### config.mk
export PLATFORM = sky130hd
export DESIGN_NAME = mux_mult_iter
export DESIGN_NICKNAME = d
export VERILOG_FILES = /design/src/rtl/mux_mult_pkg.sv /design/src/rtl/mux_pp_row.sv /design/src/rtl/mux_mult_iter.sv
export SDC_FILE = /design/constraint.sdc
export NUM_CORES = 1
export LEC_CHECK = 0
export CAP_MARGIN = 10
export CORE_MARGIN = 2
export CORE_UTILIZATION = 62
export CTS_BUF_LIST = sky130_fd_sc_hd__clkbuf_2 sky130_fd_sc_hd__clkbuf_4 sky130_fd_sc_hd__clkbuf_8
export DETAILED_ROUTE_END_ITERATION = 12
export GPL_ROUTABILITY_DRIVEN = 0
export PLACE_DENSITY = 0.95
export SLEW_MARGIN = 20
export SYNTH_ARGS = -nofsm -noshare
export SYNTH_HDL_FRONTEND = slang
export SYNTH_HIERARCHICAL = 1
export SYNTH_SLANG_ARGS = --single-unit
### constraint.sdc
create_clock -name clk -period 8.5 [get_ports clk]
set_clock_uncertainty 0.05 [all_clocks]
set_input_delay 1.7 -clock clk [delete_from_list [all_inputs] [get_ports clk]]
set_output_delay 1.7 -clock clk [all_outputs]
set_load 0.005 [all_outputs]
### src/rtl/mux_mult_pkg.sv
// Shared types and sizing helpers for the iterative mux-based multiplier.
package mux_mult_pkg;

    typedef enum logic [1:0] {
        IDLE,
        CALC,
        FIX,
        DONE
    } state_t;

    // Number of CALC steps needed to retire every multiplier bit.
    function automatic int nSteps(input int width, input int bpc);
        return width / bpc;
    endfunction

    // Step counter width; a single-step configuration still gets one bit.
    function automatic int cntWidth(input int width, input int bpc);
        int n;
        n = nSteps(width, bpc);
        return (n > 1) ? $clog2(n) : 1;
    endfunction

endpackage

### src/rtl/mux_pp_row.sv
// One accumulation step: BPC rows of mux-selected partial products, each row
// added into the running sum by a ripple chain of full-adder cells.
module mux_pp_row
    import mux_mult_pkg::*;
#(
    parameter int WIDTH = 8,
    parameter int BPC   = 1
) (
    input  logic [WIDTH-1:0]     x_reg_i,
    input  logic [BPC-1:0]       y_bits_i,
    input  logic [WIDTH-1:0]     acc_slice_i,
    output logic [WIDTH+BPC-1:0] sum_o
);

    localparam int SW = WIDTH + BPC;

    // rows[0] is the incoming accumulator slice; rows[k+1] has retired bit k.
    logic [SW-1:0] rows [BPC+1];

    assign rows[0] = {{BPC{1'b0}}, acc_slice_i};

    for (genvar k = 0; k < BPC; k++) begin : g_row
        logic [SW-1:0] pp;
        logic [SW-1:0] s;
        logic [SW-1:0] carry;

        // Multiplier bit k selects the multiplicand (weighted by k) or zero.
        assign pp       = y_bits_i[k] ? (SW'(x_reg_i) << k) : '0;
        assign carry[0] = 1'b0;

        for (genvar b = 0; b < SW; b++) begin : g_fa
            assign s[b] = rows[k][b] ^ pp[b] ^ carry[b];
            if (b < SW - 1) begin : g_carry
                assign carry[b+1] = (rows[k][b] & pp[b]) | (carry[b] & (rows[k][b] ^ pp[b]));
            end
        end

        assign rows[k+1] = s;
    end

    assign sum_o = rows[BPC];

endmodule

### src/rtl/mux_mult_iter.sv
// Iterative signed/unsigned multiplier with valid/ready handshakes.
// Works on operand magnitudes, retires BPC multiplier bits per CALC cycle and
// applies the sign once in FIX. The accumulator shifts right BPC bits per
// step so the partial-product row always adds into a fixed upper slice; after
// all steps the full 2*WIDTH product sits in the accumulator.
// Legal configurations: WIDTH 4..32, BPC in {1,2,4} dividing WIDTH.
module mux_mult_iter
    import mux_mult_pkg::*;
#(
    parameter int WIDTH = 8,
    parameter int BPC   = 1
) (
    input  logic               clk,
    input  logic               reset,
    input  logic               in_valid,
    output logic               in_ready,
    input  logic [WIDTH-1:0]   x,
    input  logic [WIDTH-1:0]   y,
    input  logic               is_signed,
    output logic               out_valid,
    input  logic               out_ready,
    output logic [2*WIDTH-1:0] product,
    output logic               busy
);

    localparam int            N_STEPS = nSteps(WIDTH, BPC);
    localparam int            CW      = cntWidth(WIDTH, BPC);
    localparam logic [CW-1:0] LAST    = CW'(N_STEPS - 1);

    state_t               state_q;
    logic [WIDTH-1:0]     x_q;
    logic [WIDTH-1:0]     y_q;
    logic [2*WIDTH-1:0]   acc_q;
    logic [CW-1:0]        cnt_q;
    logic                 sign_q;
    logic                 out_valid_q;
    logic [2*WIDTH-1:0]   product_q;

    logic [WIDTH-1:0]       xMag;
    logic [WIDTH-1:0]       yMag;
    logic [WIDTH+BPC-1:0]   rowSum;
    logic [2*WIDTH+BPC-1:0] accWide;
    logic [2*WIDTH-1:0]     acc_d;

    // Operand magnitudes; the most negative value maps to 2^(WIDTH-1) unsigned.
    always_comb begin
        xMag = x;
        yMag = y;
        if (is_signed && x[WIDTH-1]) xMag = -x;
        if (is_signed && y[WIDTH-1]) yMag = -y;
    end

    mux_pp_row #(
        .WIDTH(WIDTH),
        .BPC  (BPC)
    ) u_row (
        .x_reg_i    (x_q),
        .y_bits_i   (y_q[BPC-1:0]),
        .acc_slice_i(acc_q[2*WIDTH-1:WIDTH]),
        .sum_o      (rowSum)
    );

    // New upper slice joins the untouched lower half, then everything shifts down.
    always_comb begin
        accWide = {rowSum, acc_q[WIDTH-1:0]};
        acc_d   = accWide[2*WIDTH+BPC-1:BPC];
    end

    // Control FSM and datapath registers; outputs are registered here too.
    always_ff @(posedge clk) begin
        if (reset) begin
            state_q     <= IDLE;
            x_q         <= '0;
            y_q         <= '0;
            acc_q       <= '0;
            cnt_q       <= '0;
            sign_q      <= 1'b0;
            out_valid_q <= 1'b0;
            product_q   <= '0;
        end else begin
            case (state_q)
                IDLE: begin
                    if (in_valid) begin
                        x_q     <= xMag;
                        y_q     <= yMag;
                        sign_q  <= is_signed & (x[WIDTH-1] ^ y[WIDTH-1]);
                        acc_q   <= '0;
                        cnt_q   <= '0;
                        state_q <= CALC;
                    end
                end
                CALC: begin
                    acc_q <= acc_d;
                    y_q   <= y_q >> BPC;
                    cnt_q <= cnt_q + CW'(1);
                    if (cnt_q == LAST) begin
                        state_q <= FIX;
                    end
                end
                FIX: begin
                    product_q   <= sign_q ? -acc_q : acc_q;
                    out_valid_q <= 1'b1;
                    state_q     <= DONE;
                end
                DONE: begin
                    if (out_ready) begin
                        out_valid_q <= 1'b0;
                        state_q     <= IDLE;
                    end
                end
                default: begin
                    state_q <= IDLE;
                end
            endcase
        end
    end

    assign in_ready  = (state_q == IDLE);
    assign busy      = (state_q == CALC) || (state_q == FIX);
    assign out_valid = out_valid_q;
    assign product   = product_q;

endmodule

==> impl_summary.log <==
INFO  metric worst_setup_startpoint = y_q[0]
INFO  metric reg2regPathDepth = 15
INFO  metric syn_area_per_cell = 8.54 um2
INFO  metric final_layout_size_suffix_gt1_frac = 0.0656
INFO  metric postCtsResizedCells = 0
INFO  metric design.portCount = 40
INFO  metric worst_setup_hold_path_clk_slew = 0.10 ns
INFO  metric relSlewSlack = 0.367
INFO  metric worst-endpoint-required = 8.70 ns
INFO  metric post-route-drc-count = 0
INFO  metric height_of_the_die = 74.0 um
INFO  metric ant_nets = 0
INFO  metric timing_hold_violations_final = 0
INFO  metric tightest_slew = 0.950 ns
INFO  metric grt_max_degree = 67
INFO  metric r2r_slack = 4.64 ns
INFO  metric track_usage = 0.260
INFO  metric n_antenna_cell = 0
INFO  metric wire_length_on_met1 = 2.78 mm
INFO  metric run_status = finished clean
INFO  metric fraction_of_power_consumed_by_the_clock_network = 0.171
INFO  metric slew_violations = 0
INFO  metric initial_core_util = 0.644
INFO  metric average_wire_length_per_cell_after_detail_routing = 14.5 um
INFO  metric post_cts_hold_buffer_count = 0
INFO  metric finalPower = 843 uW
INFO  metric cp-endpoint = acc_q[14]
INFO  metric max-cap-violations = 0
INFO  metric number_of_warnings_issued_by_yosys = 6
INFO  metric rr_startpoint = y_q[0]
INFO  metric cts.sink_count = 55
INFO  metric detailedRoute.firstIterationViolations = 254
INFO  metric global_route.overflow_total = 0
INFO  metric fin_hold_ws = 0.413 ns
INFO  metric worstPathArrival = 4.06 ns
INFO  metric multi_input_comb_area = 0.00176 mm2
INFO  metric dr_total_vias = 2,630
INFO  metric setup_cp_type = flop to flop
INFO  metric fp.dieW = 74.0 um
INFO  metric antenna_found_initial = 0
INFO  metric viasPerCell = 5.87
INFO  metric setup-violations-final = 0
INFO  metric mappedNetlistArea = 0.00304 mm2
INFO  metric core_region_area = 0.00472 mm2
INFO  metric cts_tree = built
INFO  metric critical_path.max_fanout = 9
INFO  metric fillCellCount = 366
INFO  metric ys_seq_area_frac = 0.362
INFO  metric wl = 6.49 mm
INFO  metric number_of_enable_type_register_cells_in_the_synthesized_netlist = 0
INFO  metric die_area = 0.00548 mm2
INFO  metric endpoint_of_the_most_critical_register_to_register_path = acc_q[14]
INFO  metric power.share.combinational = 0.417
INFO  metric power.share.switching = 0.379
INFO  metric yosys.cell_types.count = 57
INFO  metric vdd_ir_drop_max = 161 uV
INFO  metric clock_tree.buffer_depth = 2
INFO  metric vias_in_the_first_global_route = 2,466
INFO  metric critical_path.startpoint_type = flop
INFO  metric cts_setup_buffers = 0
INFO  metric clkLatencyLatePin = 0.31 ns
INFO  metric synth_largest_area_cell = dfxtp_1
INFO  metric internal_power = 524 uW
INFO  metric timing.final.ws_setup = 4.64 ns
INFO  metric total_switching_power = 320 uW
INFO  metric met3_length = 265 um
INFO  metric post-route-min-period = 3.86 ns
INFO  metric synth.ff_latch_count = 55
INFO  metric top_signal_layer_used = met4
INFO  metric met2_length = 3.34 mm
INFO  metric rsz0062_at_grt = false
INFO  metric cts.root.buffer_cell = clkbuf_8
INFO  metric netlist_top_cells_area = dfxtp_1, nor2_1, a22oi_1
INFO  metric cts-buffers-inserted = 5
INFO  metric rows = 25
INFO  metric area_growth = 16.2%
INFO  metric min_path_type = flop to flop
INFO  metric synth_ff_type = dfxtp_1
INFO  metric power_per_cell_area = 239 mW/mm2
INFO  metric dpl_worst_slack = 4.73 ns
INFO  metric ys_async_sr_fraction = 0
INFO  metric final_worst_path_cycle_share = 0.455
INFO  metric synth_fp_nets = 394
INFO  metric synth_cells = 356
INFO  metric drtPass1Iterations = 5
INFO  metric achievable-frequency = 0.259 GHz
INFO  metric final-seq-area = 0.00110 mm2
INFO  metric power.leakage = 0.00136 uW
INFO  metric setup-tns-final = 0 ns
INFO  metric wire_length_of_the_first_global_routing_pass = 11.1 mm
INFO  metric dp_hpwl = 4.44 mm
INFO  metric critPathCaptureType = flop
INFO  metric cts.htree.levels = 2
INFO  metric buffer_ports.inserted = 39
INFO  metric final_nets = 418
INFO  metric sequentialPowerShare = 0.412
INFO  metric area_share_of_the_largest_cell_type_after_synthesis = 0.362
## metrics by stage
step / std cells / util / instance area, um2
after global placement: 439 / 0.725 / 3420
final: 448 / 0.748 / 3530
after CTS: 447 / 0.744 / 3510
after detailed placement: 439 / 0.725 / 3420
after floorplan: 356 / - / 3040
after global routing: 448 / 0.748 / 3530
## cells in the mapped netlist (2+ instances only)
| master | instances |
|---|---|
| dfxtp_1 | 55 |
| nor2_1 | 53 |
| clkbuf_1 | 22 |
| inv_1 | 22 |
| nand2_1 | 20 |
| a22oi_1 | 19 |
| a211oi_1 | 14 |
| a21oi_1 | 12 |
| ha_1 | 10 |
| xor2_1 | 9 |
| and2_1 | 7 |
| fa_1 | 7 |
| nor3_1 | 7 |
| o41ai_1 | 6 |
| xnor2_1 | 6 |
| mux2i_1 | 5 |
| o21ai_0 | 5 |
| or2_2 | 5 |
| nand3_1 | 4 |
| nor2b_1 | 4 |
| nor3b_1 | 4 |
| or3_1 | 4 |
| a2111oi_0 | 3 |
| a311oi_1 | 3 |
| nand2b_1 | 3 |
| o31ai_1 | 3 |
| or4_1 | 3 |
| a211o_1 | 2 |
| a31o_2 | 2 |
| and3_1 | 2 |
| buf_1 | 2 |
| nand4_1 | 2 |
| nand4b_1 | 2 |
| nor4_1 | 2 |
| nor4b_1 | 2 |
| o211ai_1 | 2 |
| or3b_2 | 2 |
| or4_4 | 2 |
## cell type report
cell class                 instances  area share
inverter                          22      0.0234
timing repair buffer              42       0.119
multi-input combinational        254       0.497
clock buffer                       5      0.0195
clock inverter                     3     0.00567
tap                               67      0.0237
sequential                        55       0.312
## power by group through the flow
stage / Clock (uW) / Combinational [uW] / Sequential (uW)
5_1_grt: 155 / 393 / 354
3_5_place_dp: 0 / 346 / 353
4_1_cts: 147 / 350 / 347
6_report: 144 / 351 / 347
2_1_floorplan: 0 / 238 / 345
3_3_place_gp: 0 / 334 / 350
## worst min path at each step
stage                start      to  depth (start not counted)
floorplan           y_q[1]  y_q[1]                          2
CTS                 y_q[1]  y_q[1]                          2
detailed placement  y_q[1]  y_q[1]                          2
finish              y_q[1]  y_q[1]                          2
global route        y_q[2]  y_q[2]                          2
global placement    y_q[1]  y_q[1]                          2
## routing by layer
layer / up-vias / track usage
li1: 1322 / -
met1: 1230 / 0.307
met2: 68 / 0.474
met3: 10 / 0.0461
met4: 0 / 0.0889
met5: - / 0
## critical path, cell delays in order (launching register included)
cell and delay, ns:
dfxtp_1 0.37, and2_1 0.17, ha_1 0.17, inv_1 0.07, fa_1 0.16, inv_1 0.05
fa_1 0.38, fa_1 0.39, fa_1 0.40, fa_1 0.39, fa_1 0.37, inv_1 0.09
fa_1 0.42, inv_1 0.08, a22oi_1 0.09, nor2_1 0.15
## cells in the final DEF (no fill, tap or decap), types with 5 or more instances in the layout
| cell | synthesis | layout |
|---|---|---|
| nor2_1 | 53 | 53 |
| clkbuf_8 | 0 | 5 |
| o21ai_0 | 5 | 5 |
| and2_1 | 7 | 7 |
| mux2i_1 | 5 | 5 |
| nand2_1 | 20 | 20 |
| ha_1 | 10 | 10 |
| xor2_1 | 9 | 9 |
| clkdlybuf4s50_1 | 0 | 38 |
| a21oi_1 | 12 | 12 |
| fa_1 | 7 | 7 |
| dfxtp_1 | 55 | 55 |
| o41ai_1 | 6 | 6 |
| or2_2 | 5 | 5 |
| xnor2_1 | 6 | 6 |
| a22oi_1 | 19 | 19 |
| a211oi_1 | 14 | 14 |
| inv_1 | 22 | 22 |
| nor3_1 | 7 | 7 |
## sequential cells by signal (all words and copies together), names as in the netlist
signal,cells
acc_q,16
product,16
x_q,8
y_q,8
cnt_q,3
state_q,2
out_valid,1
sign_q,1
## kinds of logic after synthesis
group,count (synthesis),synth area share
compound gates,83,0.201
xor+xnor,15,0.0432
fa+ha+maj,17,0.0872
buf+inv,47,0.0605
flops,55,0.362
mux,5,0.0165
simple gates,134,0.229
No activity file was read; power rests on OpenSTA's default activity.
